## src/rtl/fb_pkg.sv

```systemverilog
// Shared types, sizes and coordinate helpers for the framebuffer draw sequencer.
package fb_pkg;

   localparam int H_RES = 80;
   localparam int V_RES = 60;
   localparam int AW    = 13;
   localparam int CW    = 8;
   localparam int XW    = 7;
   localparam int YW    = 6;

   typedef enum logic [1:0] {OP_PLOT, OP_FILL, OP_CLEAR, OP_NOP} fb_op_e;

   typedef enum logic [1:0] {S_IDLE, S_DRAW, S_FINISH} fsm_e;

   typedef struct packed {
      logic [XW-1:0] xs;
      logic [XW-1:0] xe;
      logic [YW-1:0] ys;
      logic [YW-1:0] ye;
   } fb_rect_t;

   function automatic logic [XW-1:0] clamp_x(input logic [XW-1:0] x);
      return (x > XW'(H_RES - 1)) ? XW'(H_RES - 1) : x;
   endfunction

   function automatic logic [YW-1:0] clamp_y(input logic [YW-1:0] y);
      return (y > YW'(V_RES - 1)) ? YW'(V_RES - 1) : y;
   endfunction

   // Clamp first, then order the corners so traversal always runs low to high.
   function automatic fb_rect_t make_rect(input fb_op_e op,
                                          input logic [XW-1:0] x0, input logic [YW-1:0] y0,
                                          input logic [XW-1:0] x1, input logic [YW-1:0] y1);
      fb_rect_t r;
      logic [XW-1:0] ax, bx;
      logic [YW-1:0] ay, by;
      ax = clamp_x(x0);
      bx = clamp_x(x1);
      ay = clamp_y(y0);
      by = clamp_y(y1);
      r.xs = ax;
      r.xe = ax;
      r.ys = ay;
      r.ye = ay;
      case (op)
         OP_FILL: begin
            r.xs = (ax < bx) ? ax : bx;
            r.xe = (ax < bx) ? bx : ax;
            r.ys = (ay < by) ? ay : by;
            r.ye = (ay < by) ? by : ay;
         end
         OP_CLEAR: begin
            r.xs = '0;
            r.xe = XW'(H_RES - 1);
            r.ys = '0;
            r.ye = YW'(V_RES - 1);
         end
         default: ;
      endcase
      return r;
   endfunction

endpackage

```

## src/rtl/fb_addr_calc.sv

```systemverilog
// Combinational pixel address: y*H_RES + x, with y*80 built from two shifts.
module fb_addr_calc
   import fb_pkg::*;
(
   input  logic [XW-1:0] x,
   input  logic [YW-1:0] y,
   output logic [AW-1:0] addr
);

   logic [AW-1:0] y_w;

   // y*80 = y*64 + y*16; the largest result (4799) fits in AW bits.
   always_comb begin
      y_w  = AW'(y);
      addr = (y_w << 6) + (y_w << 4) + AW'(x);
   end

endmodule

```

## src/rtl/fb_draw_sequencer.sv

```systemverilog
// Expands PLOT / FILL_RECT / CLEAR / NOP commands into one-pixel-per-clock
// framebuffer writes. Every output is a register loaded from next-cycle values.
module fb_draw_sequencer
   import fb_pkg::*;
(
   input  logic          CLK_50MHz,
   input  logic          RESET,
   input  logic          CMD_VALID,
   output logic          CMD_READY,
   input  logic [1:0]    CMD_OP,
   input  logic [XW-1:0] X0,
   input  logic [YW-1:0] Y0,
   input  logic [XW-1:0] X1,
   input  logic [YW-1:0] Y1,
   input  logic [CW-1:0] COLOR,
   input  logic          ABORT,
   output logic          BUSY,
   output logic          DONE,
   output logic          FB_WE,
   output logic [AW-1:0] FB_WA,
   output logic [CW-1:0] FB_WD
);

   fsm_e          state, state_nxt;
   fb_rect_t      rect_in;
   logic [XW-1:0] xs_q, xe_q;
   logic [YW-1:0] ye_q;
   logic [CW-1:0] color_q;
   logic [XW-1:0] cur_x, x_nxt;
   logic [YW-1:0] cur_y, y_nxt;
   logic          accept, last_px;
   logic          ready_nxt, busy_nxt, done_nxt, we_nxt;
   logic [CW-1:0] wd_nxt;
   logic [AW-1:0] addr_nxt;

   assign rect_in = make_rect(fb_op_e'(CMD_OP), X0, Y0, X1, Y1);
   assign accept  = (state == S_IDLE) && CMD_VALID && CMD_READY;
   assign last_px = (cur_x == xe_q) && (cur_y == ye_q);

   // Address of the pixel written next cycle, so FB_WA leaves a register.
   fb_addr_calc u_addr_calc (
      .x    (x_nxt),
      .y    (y_nxt),
      .addr (addr_nxt)
   );

   // Next state, next pixel and next output values.
   always_comb begin
      // NOTE: every signal gets a default first so no path leaves one unassigned (no latches).
      state_nxt = state;
      x_nxt     = cur_x;
      y_nxt     = cur_y;
      ready_nxt = 1'b0;
      busy_nxt  = 1'b0;
      done_nxt  = 1'b0;
      we_nxt    = 1'b0;
      wd_nxt    = '0;
      case (state)
         S_IDLE: begin
            ready_nxt = 1'b1;
            if (accept) begin
               ready_nxt = 1'b0;
               if (fb_op_e'(CMD_OP) == OP_NOP) begin
                  state_nxt = S_FINISH;
                  done_nxt  = 1'b1;
               end else begin
                  state_nxt = S_DRAW;
                  x_nxt     = rect_in.xs;
                  y_nxt     = rect_in.ys;
                  busy_nxt  = 1'b1;
                  we_nxt    = 1'b1;
                  wd_nxt    = COLOR;
               end
            end
         end
         S_DRAW: begin
            if (ABORT) begin
               // Current write still completes; READY returns one cycle later.
               state_nxt = S_IDLE;
            end else if (last_px) begin
               state_nxt = S_FINISH;
               done_nxt  = 1'b1;
            end else begin
               busy_nxt = 1'b1;
               we_nxt   = 1'b1;
               wd_nxt   = color_q;
               if (cur_x == xe_q) begin
                  x_nxt = xs_q;
                  y_nxt = cur_y + YW'(1);
               end else begin
                  x_nxt = cur_x + XW'(1);
               end
            end
         end
         S_FINISH: begin
            state_nxt = S_IDLE;
            ready_nxt = 1'b1;
         end
         default: state_nxt = S_IDLE;
      endcase
   end

   // State, pixel counters, latched command and registered outputs.
   always_ff @(posedge CLK_50MHz) begin
      // NOTE: there is no memory here, so every register takes the synchronous reset.
      if (RESET) begin
         state     <= S_IDLE;
         xs_q      <= '0;
         xe_q      <= '0;
         ye_q      <= '0;
         color_q   <= '0;
         cur_x     <= '0;
         cur_y     <= '0;
         CMD_READY <= 1'b0;
         BUSY      <= 1'b0;
         DONE      <= 1'b0;
         FB_WE     <= 1'b0;
         FB_WA     <= '0;
         FB_WD     <= '0;
      end else begin
         // NOTE: non-blocking assignments so every register sees pre-edge values.
         state     <= state_nxt;
         cur_x     <= x_nxt;
         cur_y     <= y_nxt;
         CMD_READY <= ready_nxt;
         BUSY      <= busy_nxt;
         DONE      <= done_nxt;
         FB_WE     <= we_nxt;
         FB_WA     <= we_nxt ? addr_nxt : '0;
         FB_WD     <= wd_nxt;
         if (accept) begin
            xs_q    <= rect_in.xs;
            xe_q    <= rect_in.xe;
            ye_q    <= rect_in.ye;
            color_q <= COLOR;
         end
      end
   end

endmodule

```

## config.mk

```make
export PLATFORM = sky130hd
export DESIGN_NAME = fb_draw_sequencer
export DESIGN_NICKNAME = d
export VERILOG_FILES = /design/src/rtl/fb_pkg.sv /design/src/rtl/fb_addr_calc.sv /design/src/rtl/fb_draw_sequencer.sv
export SDC_FILE = /design/constraint.sdc
export NUM_CORES = 1
export LEC_CHECK = 0
export CAP_MARGIN = 0
export CORE_MARGIN = 2
export CORE_UTILIZATION = 40
export CTS_CLUSTER_DIAMETER = 40
export CTS_CLUSTER_SIZE = 14
export DETAILED_ROUTE_END_ITERATION = 10
export GPL_TIMING_DRIVEN = 0
export PLACE_DENSITY = 0.72
export SYNTH_ARGS = -nofsm -noshare
export SYNTH_HDL_FRONTEND = slang
export SYNTH_SLANG_ARGS = --single-unit
```

## constraint.sdc

```tcl
create_clock -name CLK_50MHz -period 4.8 [get_ports CLK_50MHz]
set_input_delay 0.96 -clock CLK_50MHz [delete_from_list [all_inputs] [get_ports CLK_50MHz]]
set_output_delay 0.96 -clock CLK_50MHz [all_outputs]
set_load 0.02 [all_outputs]
```

==> implementation parameters, run 1 <==
Parameter                              Value

STA
  Setup repair after global routing missed its margin ... yes
  Sum of negative setup slack ... 0 ps
  Worst setup skew after layout ... ~9.6 ps
  Share of the clock period used by the worst path ... approximately 98%
  Maximum operating frequency ... 212 MHz
  Worst hold slack ... 457 ps
  Slew @ Worst Pin ... 923 ps
  Endpoints failing setup ... 0
  Setup WS post-layout ... between 70 and 80 ps
  Normalized max-slew margin ... about two fifths
  Final critical path time including I/O delays and setup ... 4730 ps
  Final slew viol count ... 0
  Number of hold-slack violations in the final timing report ... 0

Synth
  Sequential-to-total area share from yosys stat ... 30.6%
  Top-count cell post-synth ... sky130_fd_sc_hd__dfxtp_1
  Cells after Synth ... around 550
  Most frequent cells after synthesis ... sky130_fd_sc_hd__dfxtp_1 (67), sky130_fd_sc_hd__nand2_1 (54), sky130_fd_sc_hd__nor2_1 (45), sky130_fd_sc_hd__a21oi_1 (36), sky130_fd_sc_hd__inv_1 (29)
  FF+latch count, synth ... 67
  Largest area contributor in the synthesized netlist ... sky130_fd_sc_hd__dfxtp_1
  Share of the synthesized area in the top cell type ... 30.6%
  Flip-flop cell with the highest count after synthesis ... sky130_fd_sc_hd__dfxtp_1
  Synthesized area ... 4380 sq um
  Yosys synthesis warning count ... 0
  Post-synthesis cell type count ... between 60 and 70
  Synthesized Nets ... between 600 and 700
  Top post-synthesis cells by area ... sky130_fd_sc_hd__dfxtp_1 (31%), sky130_fd_sc_hd__ha_1 (7.7%), sky130_fd_sc_hd__nand2_1 (4.6%)
  Syn avg cell area ... ~7.9 sq um
  Number of synthesized flops with an enable pin ... 0
  Share of async-settable or async-resettable flops after synthesis ... 0%

Drt
  Number of design rule violations left after detail routing ... 0
  Routed length on met2 ... approximately 6700 um
  Via count of the routed design ... between 4000 and 5000
  DR pass1 iterations ... 5
  Detailed-route wire length on metal 1 ... 5680 um
  Routed met3 length ... about 610 um
  Total wire length ... between 10000 and 15000 um
  Highest routed layer ... met4
  1st-iter DRT viols ... 230
  Number of nets with antenna violations after routing ... 0
  Detailed-route vias per instance ... approximately 5.8
  Average wire per standard cell ... approximately 17 um

Worst hold path
  Number of cells on the worst hold path ... 2
  Hold path startpoint ... color_q[2]
  Worst-case hold path end point ... color_q[2]
  Worst min-delay path category ... flip-flop to flip-flop

Cells and area
  Area grow syn2layout ... 31.6%
  Inserted Diodes ... 0
  Proportion of layout cells with a drive suffix above 1 ... between 10% and 20%
  Fin area ... 5770 sq um
  Count of placed standard cells in the final layout, fillers left out ... ~790
  Filler Cell Count ... about 1100
  Fin util ... between 50 and 60%
  Final Net Count ... 710

Clock tree
  CTS tree ... built
  Root Driver ... sky130_fd_sc_hd__clkbuf_8
  Total CTS buffers ... 9
  Clk sink count ... 67
  Post-CTS clock slew at the launch and capture registers of the worst setup and hold paths ... 70 ps
  Skew-Pair Late Insertion Delay ... between 300 and 400 ps
  Clock H-tree levels ... 3
  Maximum clock insertion buffer count ... 2
  Hold buffer count at CTS ... 0

Global routing
  Number of global-route vias before repair ... approximately 4400
  Grt ovf ... 0
  Initial antenna violation count ... 0
  Total GRT Usage ... about a quarter
  First-pass GRT wire length ... 21900 um
  Largest net degree at the start of global routing ... 11

Critical path
  Worst path arrival time ... a little under 5000 ps
  Depth of the worst register-to-register path ... 19
  Launch point of the worst reg-to-reg path ... cur_x[0]
  CP Launch Type ... primary input
  Crit path kind ... primary input to flip-flop
  Critical path required time ... between 5000 and 6000 ps
  Capturing point of the worst reg2reg path ... FB_WA[11]
  Endpoint class of the critical path ... flip-flop
  Reg2reg setup slack ... approximately 450 ps
  Largest driver fanout on the critical path ... 10

Die
  Number of rows created at floorplan ... 38
  Initial standard-cell utilization of the core ... 40.8%
  Die X-Extent ... 109 um
  Die Footprint ... 11800 sq um
  Floorplan core area ... approximately 11000 sq um
  Count of pins on the block boundary ... 65
  Die Ht ... 109 um

Power
  Share of power burned in registers ... 37.3%
  Power density over the cells ... 287 nW/um^2
  Switching Share ... 32.0%
  Max rail drop VDD ... a little under 200 uV
  Switching power total ... between 0.5 and 0.6 mW
  Clock share of power ... a little under a third
  Fraction of power consumed by combinational cells ... around 31%
  Post-layout total power ... around 1.7 mW
  Internal power of the cells ... ~1.1 mW
  Lkg Pwr ... around 2.4 nW

Placed design
  Number of cells in the design after placement ... between 700 and 800
  Estimated wirelength of the detail-placed design ... between 9000 and 10000 um
  Area after detailed placement ... approximately 5200 sq um
  Quantity of I/O buffers inserted on ports ... 60
  Placement Setup Slack ... -1370 ps
  Routability congestion estimate from global placement ... slightly below 1

Run status
  Status ... finished clean

Job
  Maxcap violations ... 0
[power groups by stage]
stage / Combinational (mW) / Sequential [mW] / Clock [mW]
3_3_place_gp: 0.443 / 0.627 / 0
4_1_cts: 0.489 / 0.615 / 0.528
3_5_place_dp: 0.451 / 0.627 / 0
6_report: 0.518 / 0.616 / 0.520
5_1_grt: 0.567 / 0.620 / 0.551
2_1_floorplan: 0.302 / 0.629 / 0
[routing by layer]
layer  GRT usage, %  vias to the layer above
met3           4.18                       38
met2           40.7                      147
met5              0                        -
met4           9.25                        0
li1               -                     2174
met1           29.3                     2216
[worst max-delay path: stages]
cell and delay (ps):
sky130_fd_sc_hd__clkdlybuf4s50_1 440, sky130_fd_sc_hd__ha_1 310, sky130_fd_sc_hd__nand3b_1 250, sky130_fd_sc_hd__nor3_4 210
sky130_fd_sc_hd__buf_4 190, sky130_fd_sc_hd__clkbuf_8 190, sky130_fd_sc_hd__clkbuf_2 300, sky130_fd_sc_hd__a31oi_4 180
sky130_fd_sc_hd__xor2_2 220, sky130_fd_sc_hd__ha_4 280, sky130_fd_sc_hd__inv_1 50, sky130_fd_sc_hd__fa_2 410
sky130_fd_sc_hd__nor2b_2 140, sky130_fd_sc_hd__o21ai_1 60, sky130_fd_sc_hd__nand2_1 90, sky130_fd_sc_hd__and2_4 150
sky130_fd_sc_hd__o21ai_2 50, sky130_fd_sc_hd__and3_1 180, sky130_fd_sc_hd__mux2_1 270
[layout make-up]
cell class | count | area [sq um] | area share [%]
multi-input cells | 420 | 3020 | 52.4
flip-flops and latches | 67 | 1340 | 23.2
repair buffers | 80 | 733 | 12.7
well taps | 140 | 175 | 3.04
plain buffers | 35 | 173 | 2.99
clock buffers | 12 | 155 | 2.69
inverters | 29 | 109 | 1.89
clock inverters | 2 | 60.1 | 1.04
[timing repair]
action,4_1_cts,5_1_grt
setup buffers,18,2
resized for setup,52,24
setup endpoints to repair,7,3
gates cloned,0,0
pin swaps,15,17
[registers in the layout (all words and copies together) (netlist names)]
| name | flops |
|---|---|
| FB_WA | 13 |
| FB_WD | 8 |
| color_q | 8 |
| cur_x | 7 |
| xe_q | 7 |
| xs_q | 7 |
| cur_y | 6 |
| ye_q | 6 |
| state | 2 |
| CMD_READY | 1 |
| DONE | 1 |
| FB_WE | 1 |
[worst max-delay path by stage]
stage                          from        end  cells after the start
after global placement    CMD_OP[0]  FB_WA[11]                     18
after CTS                     Y0[1]  FB_WA[11]                     23
after floorplan               Y0[3]  FB_WA[11]                     21
after global routing          Y0[1]  FB_WA[11]                     23
final                     CMD_OP[0]  FB_WA[11]                     19
after detailed placement  CMD_OP[0]  FB_WA[11]                     18
[logic make-up after synthesis]
kind of cell	Yosys count	synth area share [%]
adder cells (fa/ha/maj)	28	8.16
AND/OR/NAND/NOR	204	23.3
buffers and inverters	66	5.99
XOR/XNOR	20	4.00
flip-flops	67	30.6
AO/OA/AOI/OAI	150	23.5
multiplexers	18	4.45
[cells in the final DEF (no fill, tap or decap), types with 7 or more instances in the layout]
cell type	n
sky130_fd_sc_hd__dfxtp_1	67
sky130_fd_sc_hd__nand2_1	53
sky130_fd_sc_hd__clkdlybuf4s50_1	49
sky130_fd_sc_hd__nor2_1	42
sky130_fd_sc_hd__a21oi_1	33
sky130_fd_sc_hd__inv_1	29
sky130_fd_sc_hd__ha_1	24
sky130_fd_sc_hd__buf_4	22
sky130_fd_sc_hd__nor3_1	21
sky130_fd_sc_hd__clkbuf_1	20
sky130_fd_sc_hd__o21ai_0	20
sky130_fd_sc_hd__xor2_1	17
sky130_fd_sc_hd__nor2b_1	15
sky130_fd_sc_hd__clkbuf_8	12
sky130_fd_sc_hd__and2_1	11
sky130_fd_sc_hd__nand3_1	11
sky130_fd_sc_hd__and3_1	10
sky130_fd_sc_hd__mux2_2	10
sky130_fd_sc_hd__a22oi_1	10
sky130_fd_sc_hd__a31oi_1	9
sky130_fd_sc_hd__a211oi_1	8
sky130_fd_sc_hd__dlygate4sd2_1	8
sky130_fd_sc_hd__o22ai_1	7
No activity file was read; power rests on OpenSTA's default activity.
==> run 2: changes to the inputs <==
GPL_ROUTABILITY_DRIVEN = 0   (was unset)
SETUP_SLACK_MARGIN = 0.1   (was unset)
==> run 2 against run 1 <==
  * Sequential cell count did not move
  * Largest cell class unchanged
  * Worst setup slack improved by 180 ps
  * Clock power fell by 11%
  * Hold slack improved by 2.3 ps
  * Total power fell by 2.3%
  * Critical endpoint unchanged
  * Sequential power barely moved
  * First-iteration DRC count rose by 34%
  * Critical path depth rose by 1
==> implementation parameters, run 2 (synthesis results as in run 1) <==
Parameter                              Value

Run status
  Status ... finished clean

Cells and area
  Most frequent cells in the layout ... sky130_fd_sc_hd__dfxtp_1 (67), sky130_fd_sc_hd__nand2_1 (53), sky130_fd_sc_hd__clkdlybuf4s50_1 (44)
  Area grow syn2layout ... 33.8%
  Inserted Diodes ... 0
  Commonest non-fill, non-tap cell in the layout ... sky130_fd_sc_hd__dfxtp_1
  Filler Cell Count ... 1003
  Largest register FFs ... 13
  Largest registers ... FB_WA (13), FB_WD (8), color_q (8)
  Final Net Count ... 713
  Largest Register ... FB_WA
  Fin util ... a little over half
  Proportion of layout cells with a drive suffix above 1 ... 19.2%

Clock tree
  Total CTS buffers ... 9
  Clock H-tree levels ... 3
  Post-CTS clock slew at the launch and capture registers of the worst setup and hold paths ... roughly 80 ps
  Root Driver ... sky130_fd_sc_hd__clkbuf_8
  Maximum clock insertion buffer count ... 2
  CTS tree ... built
  Hold buffer count at CTS ... 0
  Clk sink count ... 67
  Skew-Pair Late Insertion Delay ... between 300 and 400 ps

Critical path
  Largest driver fanout on the critical path ... 4
  Endpoint class of the critical path ... flip-flop
  Kind of cell with the highest combined delay on the critical path ... adder cells
  Launch point of the worst reg-to-reg path ... cur_x[0]
  Delay of the slowest cell on the worst path ... ~500 ps
  Crit-path slowest cell ... sky130_fd_sc_hd__clkdlybuf4s50_1
  CP bufs+invs ... 2
  Depth of the worst register-to-register path ... 18
  CP Launch Type ... primary input
  Critical path required time ... around 5000 ps
  Worst path arrival time ... 4790 ps
  Path length in cells of the critical path ... 20
  Launching element of the worst setup path ... X1[2]
  Crit path kind ... primary input to flip-flop
  Crit-path cells ... clkdlybuf4s50_1 > nor2_4 > ha_1 > o21a_1 > o211ai_1 > o21ai_2 > nand2_2 > mux2_4 > a211o_1 > ha_1 > ha_2 > inv_2 > fa_2 > nor2b_4 > o21ai_2 > nand2_1 > and2_4 > o21ai_2 > and3_1 > mux2_4
  CP most frequent cell ... sky130_fd_sc_hd__o21ai_2

STA
  Worst setup skew after layout ... ~12 ps
  Number of hold-slack violations in the final timing report ... 0
  Final slew viol count ... 0
  Slew @ Worst Pin ... a little over 1000 ps
  Maximum operating frequency ... approximately 220 MHz
  Final critical path time including I/O delays and setup ... around 4500 ps
  Setup repair after global routing missed its margin ... no
  Setup WS post-layout ... between 200 and 300 ps
  Endpoints failing setup ... 0
  Worst hold slack ... between 400 and 500 ps
  Normalized max-slew margin ... 30.9%
  Share of the clock period used by the worst path ... a little over nine tenths

Die
  Die X-Extent ... ~110 um
  Die Footprint ... approximately 12000 sq um
  Die Ht ... around 110 um
  Number of rows created at floorplan ... 38
  Initial standard-cell utilization of the core ... 40.8%
  Count of pins on the block boundary ... 65
  Floorplan core area ... roughly 11000 sq um

Placed design
  Placement Setup Slack ... -1180 ps
  Quantity of I/O buffers inserted on ports ... 60
  Estimated wirelength of the detail-placed design ... between 9000 and 10000 um

Global routing
  Largest net degree at the start of global routing ... 12
  Initial antenna violation count ... 0
  Number of global-route vias before repair ... about 4500
  Grt ovf ... 0
  First-pass GRT wire length ... between 20000 and 25000 um
  Total GRT Usage ... 22.8%

Drt
  Average wire per standard cell ... roughly 17 um
  1st-iter DRT viols ... roughly 310
  Total wire length ... between 10000 and 15000 um
  Number of design rule violations left after detail routing ... 0
  Detailed-route vias per instance ... a little under 6
  Number of nets with antenna violations after routing ... 0
  DR pass1 iterations ... 6
  Via count of the routed design ... roughly 4600

Worst hold path
  Worst min-delay path category ... flip-flop to flip-flop
  Number of cells on the worst hold path ... 2
  Hold path startpoint ... color_q[6]

Job
  Maxcap violations ... 0

Power
  Lkg Pwr ... ~2.4 nW
  Max rail drop VDD ... 136 uV
  Power density over the cells ... ~280 nW/um^2
==> run 2: cell type report <==
cell class                      instances  area, sq um  share of cell area (%)
Tap cell                              140          175                    2.99
Timing Repair Buffer                   83          773                    13.2
Buffer                                 35          185                    3.16
Clock buffer                           11          141                    2.41
Sequential cell                        67         1340                    22.9
Clock inverter                          5         52.6                   0.896
Multi-Input combinational cell        420         3090                    52.7
Inverter                               29          109                    1.86
==> run 2: routing by layer <==
layer	part of all wire [%]	vias to the layer above	track usage [%]	routed length, um
li1	-	2166	-	-
met1	40	2175	27.7	5320
met2	50	189	38.7	6690
met3	6.5	42	4.24	875
met4	3.6	0	10.8	484
met5	0	-	0	0
==> run 2: worst paths after layout <==
path	to	slack, ps
setup reg to reg	FB_WA[11]	480
hold / removal	color_q[6]	460
hold reg to reg	color_q[6]	460
setup / recovery	FB_WA[11]	260
==> run 2: metrics by stage <==
stage / TNS (ps) / instance area [sq um] / power [mW] / instances
2_1_floorplan: 0 / 4420 / 0.935 / 553
3_3_place_gp: -4430 / 5200 / 1.07 / 753
3_5_place_dp: -4940 / 5200 / 1.08 / 753
4_1_cts: 0 / 5690 / 1.58 / 783
5_1_grt: 0 / 5870 / 1.69 / 790
6_report: 0 / 5870 / 1.62 / 790
==> run 2: repair_timing <==
| action | 4_1_cts | 5_1_grt |
|---|---|---|
| gates resized for setup | 57 | 52 |
| buffers inserted | 14 | 9 |
| cloned | 0 | 0 |
| pin swaps | 20 | 25 |
| setup endpoints to repair | 7 | 3 |
==> run 2: report_power, final <==
group / internal, mW / switching (mW)
sequential: 0.589 / 0.0279
combinational: 0.232 / 0.301
clock: 0.251 / 0.214
total: 1.07 / 0.543
==> run 2: tightest hold or removal path: stages (launching register included) <==
cell                      delay, ps
sky130_fd_sc_hd__dfxtp_1        310
sky130_fd_sc_hd__nand2_1         50
sky130_fd_sc_hd__a21oi_1         50
==> run 3: changes to the inputs <==
GPL_ROUTABILITY_DRIVEN = unset   (was 0)
==> run 3 against run 2 <==
  * Cell count is 0.51% lower
  * Maximum frequency is 0.63% lower
  * Total power is 3.2% lower
  * Die area stayed put
  * Critical endpoint unchanged
  * Largest cell class unchanged
==> implementation parameters, run 3 (synthesis results as in run 1) <==
Parameter                              Value

Run status
  Status ... finished clean

Drt
  Total wire length ... between 10000 and 15000 um
  Via count of the routed design ... about 4500
  DR pass1 iterations ... 6
  1st-iter DRT viols ... between 300 and 400
  Detailed-route vias per instance ... 5.76
  Average wire per standard cell ... ~17 um
  Number of nets with antenna violations after routing ... 0
  Number of design rule violations left after detail routing ... 0

Clock tree
  Clock H-tree levels ... 3
  CTS tree ... built
  Maximum clock insertion buffer count ... 2
  Skew-Pair Late Insertion Delay ... between 300 and 400 ps
  Total CTS buffers ... 9
  Post-CTS clock slew at the launch and capture registers of the worst setup and hold paths ... approximately 70 ps
  Root Driver ... sky130_fd_sc_hd__clkbuf_8
  Clk sink count ... 67

Critical path
  Endpoint class of the critical path ... flip-flop
  Crit-path cells ... dlygate4sd2_1 > a41o_1 > ha_1 > nand4_1 > a211oi_2 > nor3_2 > buf_4 > and3_4 > o21ai_2 > a222oi_1 > buf_4 > ha_4 > ha_4 > inv_1 > fa_2 > nor2b_2 > o21ai_1 > nand2_1 > and2_4 > o21ai_2 > and3_1 > mux2_1
  Crit path kind ... primary input to flip-flop
  Largest driver fanout on the critical path ... 4
  Worst path arrival time ... 4800 ps
  Delay of the slowest cell on the worst path ... around 340 ps
  CP Launch Type ... primary input
  Crit-path slowest cell ... sky130_fd_sc_hd__fa_2
  Critical path required time ... 5030 ps

Die
  Die Ht ... roughly 110 um
  Floorplan core area ... 10700 sq um
  Die X-Extent ... 109 um
  Die Footprint ... ~12000 sq um
  Number of rows created at floorplan ... 38
  Count of pins on the block boundary ... 65
  Initial standard-cell utilization of the core ... about 40%

Placed design
  Routability congestion estimate from global placement ... 0.901
  Area after detailed placement ... 5200 sq um
  Estimated wirelength of the detail-placed design ... just over 10000 um
  Quantity of I/O buffers inserted on ports ... 60

Cells and area
  Largest Register ... FB_WA
  Proportion of layout cells with a drive suffix above 1 ... approximately 18%
  Largest registers ... FB_WA (13), FB_WD (8), color_q (8)
  Area grow syn2layout ... 32.0%
  Filler Cell Count ... 1020
  Inserted Diodes ... 0
  Final Net Count ... a little over 700
  Most frequent cells in the layout ... sky130_fd_sc_hd__dfxtp_1 (67), sky130_fd_sc_hd__nand2_1 (53), sky130_fd_sc_hd__clkdlybuf4s50_1 (47)
  Commonest non-fill, non-tap cell in the layout ... sky130_fd_sc_hd__dfxtp_1
  Largest register FFs ... 13
  Sequential cell area ... around 1300 sq um
  Fin area ... roughly 5800 sq um
  Multi-input gate area in the final layout ... roughly 3100 sq um

STA
  Final slew viol count ... 0
  Share of the clock period used by the worst path ... 95.3%
  Normalized max-slew margin ... a little under a third
  Maximum operating frequency ... ~220 MHz
  Sum of negative setup slack ... 0 ps
  Worst hold slack ... ~460 ps
  Endpoints failing setup ... 0
  Slew @ Worst Pin ... 1040 ps
  Worst setup skew after layout ... about 7 ps
  Setup repair after global routing missed its margin ... no
  Number of hold-slack violations in the final timing report ... 0
  Final critical path time including I/O delays and setup ... around 4600 ps

Power
  Lkg Pwr ... 2.35 nW
  Power density over the cells ... ~270 nW/um^2
  Post-layout total power ... 1.56 mW
  Max rail drop VDD ... between 100 and 150 uV

Worst hold path
  Worst min-delay path category ... flip-flop to flip-flop

Global routing
  Grt ovf ... 0
  Largest net degree at the start of global routing ... 11
  Initial antenna violation count ... 0
  First-pass GRT wire length ... between 20000 and 25000 um
  Total GRT Usage ... about a quarter
  Number of global-route vias before repair ... about 4300

Job
  Maxcap violations ... 0
run 3: changes by cell type in the layout (fill, tap and decap cells not counted), sizes merged:
cell / previous run / this run
dlygate4sd2: 1 / 6
clkbuf: 43 / 39
clkdlybuf4s50: 44 / 47
dlymetal6s2s: 5 / 2
clkdlybuf4s15: 2 / 0
clkinv: 3 / 1
bufinv: 1 / 0
run 3: through the flow:
stage	std cells	setup slack [ps]	util, %
after floorplan	553	123	-
after global placement	753	-1200	48.4
after detailed placement	753	-1230	48.4
after CTS	781	125	52.6
after global routing	786	75.4	53.9
final	786	227	53.9
run 3: path summary, 6_finish.rpt:
path,start,end,slack [ps],cells after the start
worst min-delay path,color_q[0],color_q[0],460,2
worst min register to register,color_q[0],color_q[0],460,2
worst max-delay path,Y0[2],FB_WA[11],230,22
worst max register to register,cur_x[0],FB_WA[11],400,19
run 3: cell type report:
type                       count  share of cell area [%]
timing repair buffer          81                    12.8
clock buffer                  12                    2.68
multi-input combinational    420                    53.1
sequential                    67                    23.2
inverter                      29                    1.88
buffer                        35                    3.11
clock inverter                 2                   0.216
tap                          140                    3.03
run 3: critical path: cells and delay by family:
kind            cells  cell delay (ps)
fa+ha+maj           4              910
simple gates        7             1090
mux                 1              270
buf+inv             4              710
compound gates      6              860
run 3: report_power, final:
| group | switching (mW) | internal (mW) | leakage [nW] | total [mW] |
|---|---|---|---|---|
| Sequential | 0.0271 | 0.589 | 0.546 | 0.616 |
| Combinational | 0.305 | 0.231 | 1.72 | 0.536 |
| Clock | 0.202 | 0.209 | 0.0843 | 0.411 |
| Total | 0.534 | 1.03 | 2.35 | 1.56 |
run 3: what timing repair did:
item	CTS	global route
hold buffers	0	0
buffers inserted	15	6
setup endpoints to repair	7	3
pin swaps	16	20
gates resized for setup	55	38
run 3: per-layer routing:
layer	GRT usage [%]	vias to the layer above	share of wire, %
met2	40.8	156	50
met1	29.9	2178	43
met4	6.50	0	2.1
met5	0	-	0
met3	4.00	29	5.1
li1	-	2166	-
